[config.mk]
export PLATFORM = sky130hd
export DESIGN_NAME = fetch_stage
export DESIGN_NICKNAME = d
export VERILOG_FILES = /design/src/rtl/fetch_stage.sv
export SDC_FILE = /design/constraint.sdc
export NUM_CORES = 1
export LEC_CHECK = 0
export CORE_ASPECT_RATIO = 1.25
export CORE_UTILIZATION = 49
export DETAILED_ROUTE_END_ITERATION = 16
export GPL_TIMING_DRIVEN = 0
export HOLD_SLACK_MARGIN = 0.03
export PLACE_DENSITY_LB_ADDON = 0.25
export SYNTH_ARGS = -nofsm -noshare
export SYNTH_HDL_FRONTEND = slang
export SYNTH_SLANG_ARGS = --single-unit
[constraint.sdc]
create_clock -name clk -period 4.15 [get_ports clk]
set_input_delay 0.415 -clock clk [delete_from_list [all_inputs] [get_ports clk]]
set_output_delay 0.415 -clock clk [all_outputs]
set_load 0.02 [all_outputs]
[src/rtl/fetch_stage.sv]
// Instruction-fetch stage and IF/ID register for the 5-stage WISC pipeline.
// Optional performance counters are built when FETCH_PERF_EN is defined.
module fetch_stage #(
  parameter logic [15:0] RESET_PC  = 16'h0000,
  parameter logic [15:0] NOP_INSTR = 16'h0800
) (
  input  logic        clk,
  input  logic        rst,
  output logic [15:0] imem_addr,
  output logic        imem_rd,
  input  logic [15:0] imem_data,
  input  logic        imem_done,
  input  logic        stall_id,
  input  logic        redirect,
  input  logic [15:0] redirect_pc,
  input  logic        halt_id,
  output logic [15:0] if_id_instr,
  output logic [15:0] if_id_pc2,
  output logic        if_id_valid,
  output logic        fetch_halted,
  output logic [15:0] perf_fetches,
  output logic [15:0] perf_stalls
);

  typedef enum logic [1:0] {S_FETCH, S_WAIT, S_HALTED} state_e;

  state_e      state_q, state_d;
  logic [15:0] pc_q, pc_d;
  logic [15:0] instr_q, instr_d;
  logic [15:0] pc2_q, pc2_d;
  logic        valid_q, valid_d;
  logic        halted_q, halted_d;
  logic        buf_vld_q, buf_vld_d;
  logic [15:0] buf_instr_q, buf_instr_d;
  logic [15:0] buf_pc2_q, buf_pc2_d;
  logic        pend_q, pend_d;
  logic [15:0] pend_pc_q, pend_pc_d;

  logic        rd_ok;
  logic        done;
  logic [15:0] pc_inc;
  logic [15:0] redirect_tgt;
  logic        load_vld;
  logic        stall_cyc;
  logic        perf_unused;

  // Read is requested whenever the buffer has room, and kept up while a read is outstanding.
  assign rd_ok        = ((state_q == S_FETCH) && !buf_vld_q) || (state_q == S_WAIT);
  assign done         = rd_ok && imem_done;
  assign pc_inc       = pc_q + 16'd2;
  assign redirect_tgt = {redirect_pc[15:1], 1'b0};

  assign imem_addr    = pc_q;
  assign imem_rd      = rd_ok && !rst;
  assign if_id_instr  = instr_q;
  assign if_id_pc2    = pc2_q;
  assign if_id_valid  = valid_q;
  assign fetch_halted = halted_q;

  always_comb begin
    state_d     = state_q;
    pc_d        = pc_q;
    instr_d     = instr_q;
    pc2_d       = pc2_q;
    valid_d     = valid_q;
    halted_d    = halted_q;
    buf_vld_d   = buf_vld_q;
    buf_instr_d = buf_instr_q;
    buf_pc2_d   = buf_pc2_q;
    pend_d      = pend_q;
    pend_pc_d   = pend_pc_q;
    load_vld    = 1'b0;
    stall_cyc   = 1'b0;

    if (state_q != S_HALTED) begin
      if (redirect) begin
        instr_d   = NOP_INSTR;
        valid_d   = 1'b0;
        buf_vld_d = 1'b0;
        // An outstanding read must finish at its own address before the target is fetched.
        if (rd_ok && !done) begin
          pend_d    = 1'b1;
          pend_pc_d = redirect_tgt;
          state_d   = S_WAIT;
        end else begin
          pend_d  = 1'b0;
          pc_d    = redirect_tgt;
          state_d = S_FETCH;
        end
      end else if (halt_id) begin
        state_d   = S_HALTED;
        halted_d  = 1'b1;
        instr_d   = NOP_INSTR;
        valid_d   = 1'b0;
        buf_vld_d = 1'b0;
        pend_d    = 1'b0;
      end else begin
        state_d = (rd_ok && !done) ? S_WAIT : S_FETCH;
        if (done) begin
          pend_d = 1'b0;
          pc_d   = pend_q ? pend_pc_q : pc_inc;
        end
        if (stall_id) begin
          stall_cyc = 1'b1;
          if (done && !pend_q) begin
            buf_vld_d   = 1'b1;
            buf_instr_d = imem_data;
            buf_pc2_d   = pc_inc;
          end
        end else if (buf_vld_q) begin
          instr_d   = buf_instr_q;
          pc2_d     = buf_pc2_q;
          valid_d   = 1'b1;
          buf_vld_d = 1'b0;
          load_vld  = 1'b1;
        end else if (done && !pend_q) begin
          instr_d  = imem_data;
          pc2_d    = pc_inc;
          valid_d  = 1'b1;
          load_vld = 1'b1;
        end else begin
          instr_d   = NOP_INSTR;
          valid_d   = 1'b0;
          stall_cyc = 1'b1;
        end
      end
    end
  end

  always_ff @(posedge clk) begin
    if (rst) begin
      state_q   <= S_FETCH;
      pc_q      <= RESET_PC;
      instr_q   <= NOP_INSTR;
      pc2_q     <= 16'h0000;
      valid_q   <= 1'b0;
      halted_q  <= 1'b0;
      buf_vld_q <= 1'b0;
      pend_q    <= 1'b0;
    end else begin
      state_q   <= state_d;
      pc_q      <= pc_d;
      instr_q   <= instr_d;
      pc2_q     <= pc2_d;
      valid_q   <= valid_d;
      halted_q  <= halted_d;
      buf_vld_q <= buf_vld_d;
      pend_q    <= pend_d;
    end
  end

  // Payload registers are qualified by buf_vld_q / pend_q and need no reset.
  always_ff @(posedge clk) begin
    buf_instr_q <= buf_instr_d;
    buf_pc2_q   <= buf_pc2_d;
    pend_pc_q   <= pend_pc_d;
  end

`ifdef FETCH_PERF_EN
  logic [15:0] perf_fetches_q, perf_stalls_q;

  function automatic logic [15:0] sat_inc(input logic [15:0] v);
    return (v == 16'hFFFF) ? v : v + 16'd1;
  endfunction

  always_ff @(posedge clk) begin
    if (rst) begin
      perf_fetches_q <= 16'h0000;
      perf_stalls_q  <= 16'h0000;
    end else begin
      if (load_vld)  perf_fetches_q <= sat_inc(perf_fetches_q);
      if (stall_cyc) perf_stalls_q  <= sat_inc(perf_stalls_q);
    end
  end

  assign perf_fetches = perf_fetches_q;
  assign perf_stalls  = perf_stalls_q;
  assign perf_unused  = redirect_pc[0];
`else
  assign perf_fetches = 16'h0000;
  assign perf_stalls  = 16'h0000;
  assign perf_unused  = ^{redirect_pc[0], load_vld, stall_cyc};
`endif

endmodule
Word level (Yosys, flattened, before mapping)
Cells that the tools add are included.
{"block": "word_totals", "reg_bits": 101, "input_bits": 38, "output_inout_bits": 83, "elab_cells": 71}
{"block": "classes", "add_sub_neg": 1, "n_eq_ne": 6, "mux": 28, "n_bitwise": 3, "n_reduce_logical": 22}
{"op": "16-bit 2-to-1 mux", "count": 12}
{"op": "16-bit by 2-bit adder with 16-bit output, second input constant", "count": 1}
{"op": "1-bit 2-to-1 mux", "count": 14}
{"op": "5-bit AND reduction", "count": 2}
{"op": "2-bit != test, second input constant", "count": 3}
{"op": "2-bit AND reduction", "count": 3}
{"op": "3-bit AND reduction", "count": 2}
{"op": "1-bit logical AND", "count": 5}
{"op": "1-bit zero test", "count": 4}
{"op": "2-bit 2-to-1 mux", "count": 2}
{"op": "4-bit by 1-bit != test with 1-bit output, second input constant", "count": 1}
{"op": "4-bit AND reduction", "count": 1}
{"op": "2-bit nonzero test", "count": 2}
{"op": "3-bit by 1-bit != test with 1-bit output, second input constant", "count": 1}
{"op": "1-bit NOT", "count": 3}
{"op": "3-bit nonzero test", "count": 1}
{"op": "2-bit by 1-bit == test with 1-bit output, second input constant", "count": 1}
{"op": "2-bit zero test", "count": 1}
{"op": "1-bit logical OR", "count": 1}

Logic depth before layout (Yosys ltp)
{"block": "logic_depth", "depth_word": 10, "depth_mapped": 8, "depth_no_buf": 6}

Worst setup path before layout
No wires, ideal clock.
{"block": "synth_path", "path_type": "register to register", "startpoint": "register pend_q", "endpoint": "register buf_instr_q[0], enable pin", "setup_ns": 0.458, "arrival_ns": 3.142, "t_required_ns": 3.692, "setup_slack_ns": 0.550, "path_stages_with_launch": 5, "path_buffers": 2, "period_less_slack_ns": 3.600, "cell_sequence": "dfxtp_1 > buf_2 > or2_2 > clkbuf_1 > nor3_1"}
{"block": "synth_via", "elab_chain_len": 3}
{"item": "from (decl)", "line_no": "36", "rtl": "logic pend_q, pend_d;"}
{"item": "from (signal assigned)", "line_no": "148", "rtl": "pend_q <= pend_d;"}
{"item": "1-bit zero test", "line_no": "105", "rtl": "if (done && !pend_q) begin"}
{"item": "1-bit logical AND", "line_no": "105"}
{"item": "5-bit AND reduction (no line)"}
{"item": "to (signal assigned)", "line_no": "154", "rtl": "buf_instr_q <= buf_instr_d;"}
{"item": "to (decl)", "line_no": "34", "rtl": "logic [15:0] buf_instr_q, buf_instr_d;"}
Every way passes these cells.
A chain may end at the register's enable or synchronous reset.

Worst setup path in the final report
{"block": "layout_path", "startpoint": "input port rst", "endpoint": "output port imem_rd"}
{"block": "layout_via", "elab_chain_len": 2}
{"item": "from (decl)", "line_no": "8", "rtl": "input logic rst,"}
{"item": "1-bit zero test", "line_no": "54", "rtl": "assign imem_rd = rd_ok && !rst;"}
{"item": "1-bit logical AND", "line_no": "54"}
{"item": "to (decl)", "line_no": "10", "rtl": "output logic imem_rd,"}
Every way passes these cells.

==> flow_summary.yaml <==
synth:
  synth_top_area_share_pct: 30.5
  avgSynthCellArea_sq_um: 10.2
  synth_area_sq_um: 4540
  yosysSeqAreaShare_pct: 53.4
  synth-edff-count: 46
  synth_area_leaders: "edfxtp_1 (30%), dfxtp_1 (23%), buf_4 (5.6%)"
  async_flop_share_pct: 0
  synth_cells: 446
  synth_cell_type_count: 55
  ys_ff_latch: 98
  synth-main-ff-cell: "dfxtp_1"
  yosysWarningCount: 0
  yosysTopAreaCell: "edfxtp_1"
sta:
  fmax_mhz: 345
  hold_violations: 0
  rsz0062_at_grt: "false"
  finalSetupViolations: 0
  fin_crit_sh_pct: 69.8
  whs_ps: 339
  worst_slew_pin_slew_ps: 705
  finalMaxSlewViolations: 0
  maxSlewHeadroom_pct: 52.7
  min_period_ps: 2890
  skew_ps: 13.4
final_layout:
  diodes: 0
  drive_above_1_share_pct: 12.5
  areaGrowthSynthToFinish_pct: 29.5
  layout.nets: 616
worst_setup_path:
  start_kind: "primary input"
  rr_worst_depth: 7
  crit_chain: "clkdlybuf4s50_1 > clkbuf_1 > buf_1 > nor2_1 > clkdlybuf4s50_1"
  crit_arrival_ps: 2480
  endpoint_kind: "output port"
  crit_type: "primary input to output port"
  crit_fanout: 10
  cp_slowest_cell: "clkdlybuf4s50_1"
  cp_common_cell: "clkdlybuf4s50_1"
  critPathMaxStageDelay_ps: 560
  worst_ep_required_time_ps: 3730
die:
  ios: 121
  placementRows: 38
  dieArea_sq_um: 9650
  start_util_pct: 51.3
  die_y_um: 110
  fp.dieW_um: 88.1
  core_area_sq_um: 8840
cts:
  h-tree-depth: 3
  cts_max_path_buffers: 2
  path_clk_slew_ps: 90
  postCtsResizedCells: 0
  cts_setup_buffers: 0
  cts.sinks: 98
  root_buffer: "clkbuf_8"
  clkLatencyLatePin_ps: 360
  cts_tree: "built"
  cts_hold_buf: 0
  cts_made_buffers: 9
global_route:
  antenna_found_initial: 0
  grt_util_all_layers_pct: 23.3
  grt_pass1_wl_um: 17000
  grt-ovfl-total: 0
  grt_pass1_vias: 3458
  grt_max_degree: 16
route:
  postRouteAntennaNets: 0
  vias_per_cell: 5.20
  drcViolationCount: 0
  firstDrtPassIters: 5
  wl_per_cell_um: 15.3
  drt-initial-drc-count: 202
  num_vias: 3647
  drt-total-wl_um: 10800
power_and_ir_drop:
  ir_drop_mv: 0.204
  leakagePower_nw: 2.11
  p_per_area_nw_per_um2: 336
  total_power_mw: 1.97
run:
  drv_cap: 0
hold_path:
  hold_depth: 2
  hp-class: "primary input to flop"
place:
  portBuffers: 84
  routabilityCongestion: 0.837
  dp_hpwl_um: 8250
status:
  status: "completed"
layout by cell type, fill, tap and decap left out, types with 14 or more instances in the layout:
cell type | Yosys | routed
nand2b_1 | 17 | 17
o211ai_1 | 14 | 14
clkdlybuf4s50_1 | 0 | 84
conb_1 | 1 | 34
a22oi_1 | 16 | 16
o21ai_0 | 29 | 29
dfxtp_1 | 52 | 52
clkbuf_1 | 19 | 22
edfxtp_1 | 46 | 46
nand2_1 | 47 | 47
a21oi_1 | 31 | 31
buf_4 | 34 | 34
nor2_1 | 23 | 23
cell families after synthesis:
family	synth area share (%)
AND/OR/NAND/NOR	17.0
AO/OA/AOI/OAI	15.4
flip-flops	53.4
buffers and inverters	8.80
XOR/XNOR	2.51
multiplexers	2.43
adder cells (fa/ha/maj)	0.276
other	0.0827
state kept, by name (all words and copies together), names as in the netlist:
name	count
buf_instr_q	16
pend_pc_q	15
buf_vld_q	1
if_id_valid	1
buf_pc2_q	15
imem_addr	15
state_q	2
fetch_halted	1
if_id_pc2	15
pend_q	1
if_id_instr	16
worst max-delay path: cells and delay by family:
kind	cells	cell delay, ps
buffers and inverters	4	1970
AND/OR/NAND/NOR	1	100
per-stage QoR:
stage	utilization [%]	setup TNS [ps]	area [sq um]	instances	worst slack, ps
after global routing	66.4	0	5870	702	1150
after CTS	66.4	0	5870	702	1230
after detailed placement	64.4	0	5700	686	1230
after floorplan	-	0	4660	479	550
after global placement	63.9	-23720	5650	683	-766
final	66.4	0	5870	702	1260
path summary, 6_finish.rpt:
| kind | from | endpoint | slack, ps |
|---|---|---|---|
| hold / removal | imem_done | state_q[0]$_SDFFE_PP0N_ | 340 |
| hold reg to reg | if_id_pc2[7]$_SDFFE_PP0P_ | if_id_pc2[7]$_SDFFE_PP0P_ | 450 |
| setup reg to reg | imem_addr[1]$_SDFFE_PP0P_ | if_id_pc2[13]$_SDFFE_PP0P_ | 1780 |
| setup / recovery | rst | imem_rd | 1260 |
area by class of cell:
cell class	instances	area [sq um]
fillers	710	2970
flip-flops and latches	98	2420
multi-input cells	313	1850
repair buffers	87	878
plain buffers	63	380
clock buffers	14	163
well taps	120	150
inverters	5	18.8
clock inverters	2	12.5
metal layers:
layer / routed length [um] / vias to the layer above / track usage (%) / part of all wire, %
li1: - / 1802 / - / -
met1: 4290 / 1685 / 27.3 / 40
met2: 5460 / 134 / 40.7 / 51
met3: 712 / 26 / 5.48 / 6.6
met4: 298 / 0 / 10.0 / 2.8
met5: 0 / - / 0 / 0
power by group:
| part | internal (mW) | switching [mW] |
|---|---|---|
| Sequential | 1.05 | 0.0315 |
| Clock | 0.251 | 0.310 |
| Combinational | 0.145 | 0.189 |
synthesized netlist by cell type (all sizes together) (6+ instances only):
cell type and n:
a22oi 16, o211ai 14, a21oi 31, nor3 8, or2 7, clkbuf 20
nor2 23, dfxtp 52, nand2b 17, nand2 47, xor2 6, edfxtp 46
buf 43, nand3 9, o21ai 29, xnor2 7, mux2i 11
(Power assumes the default switching activity.)
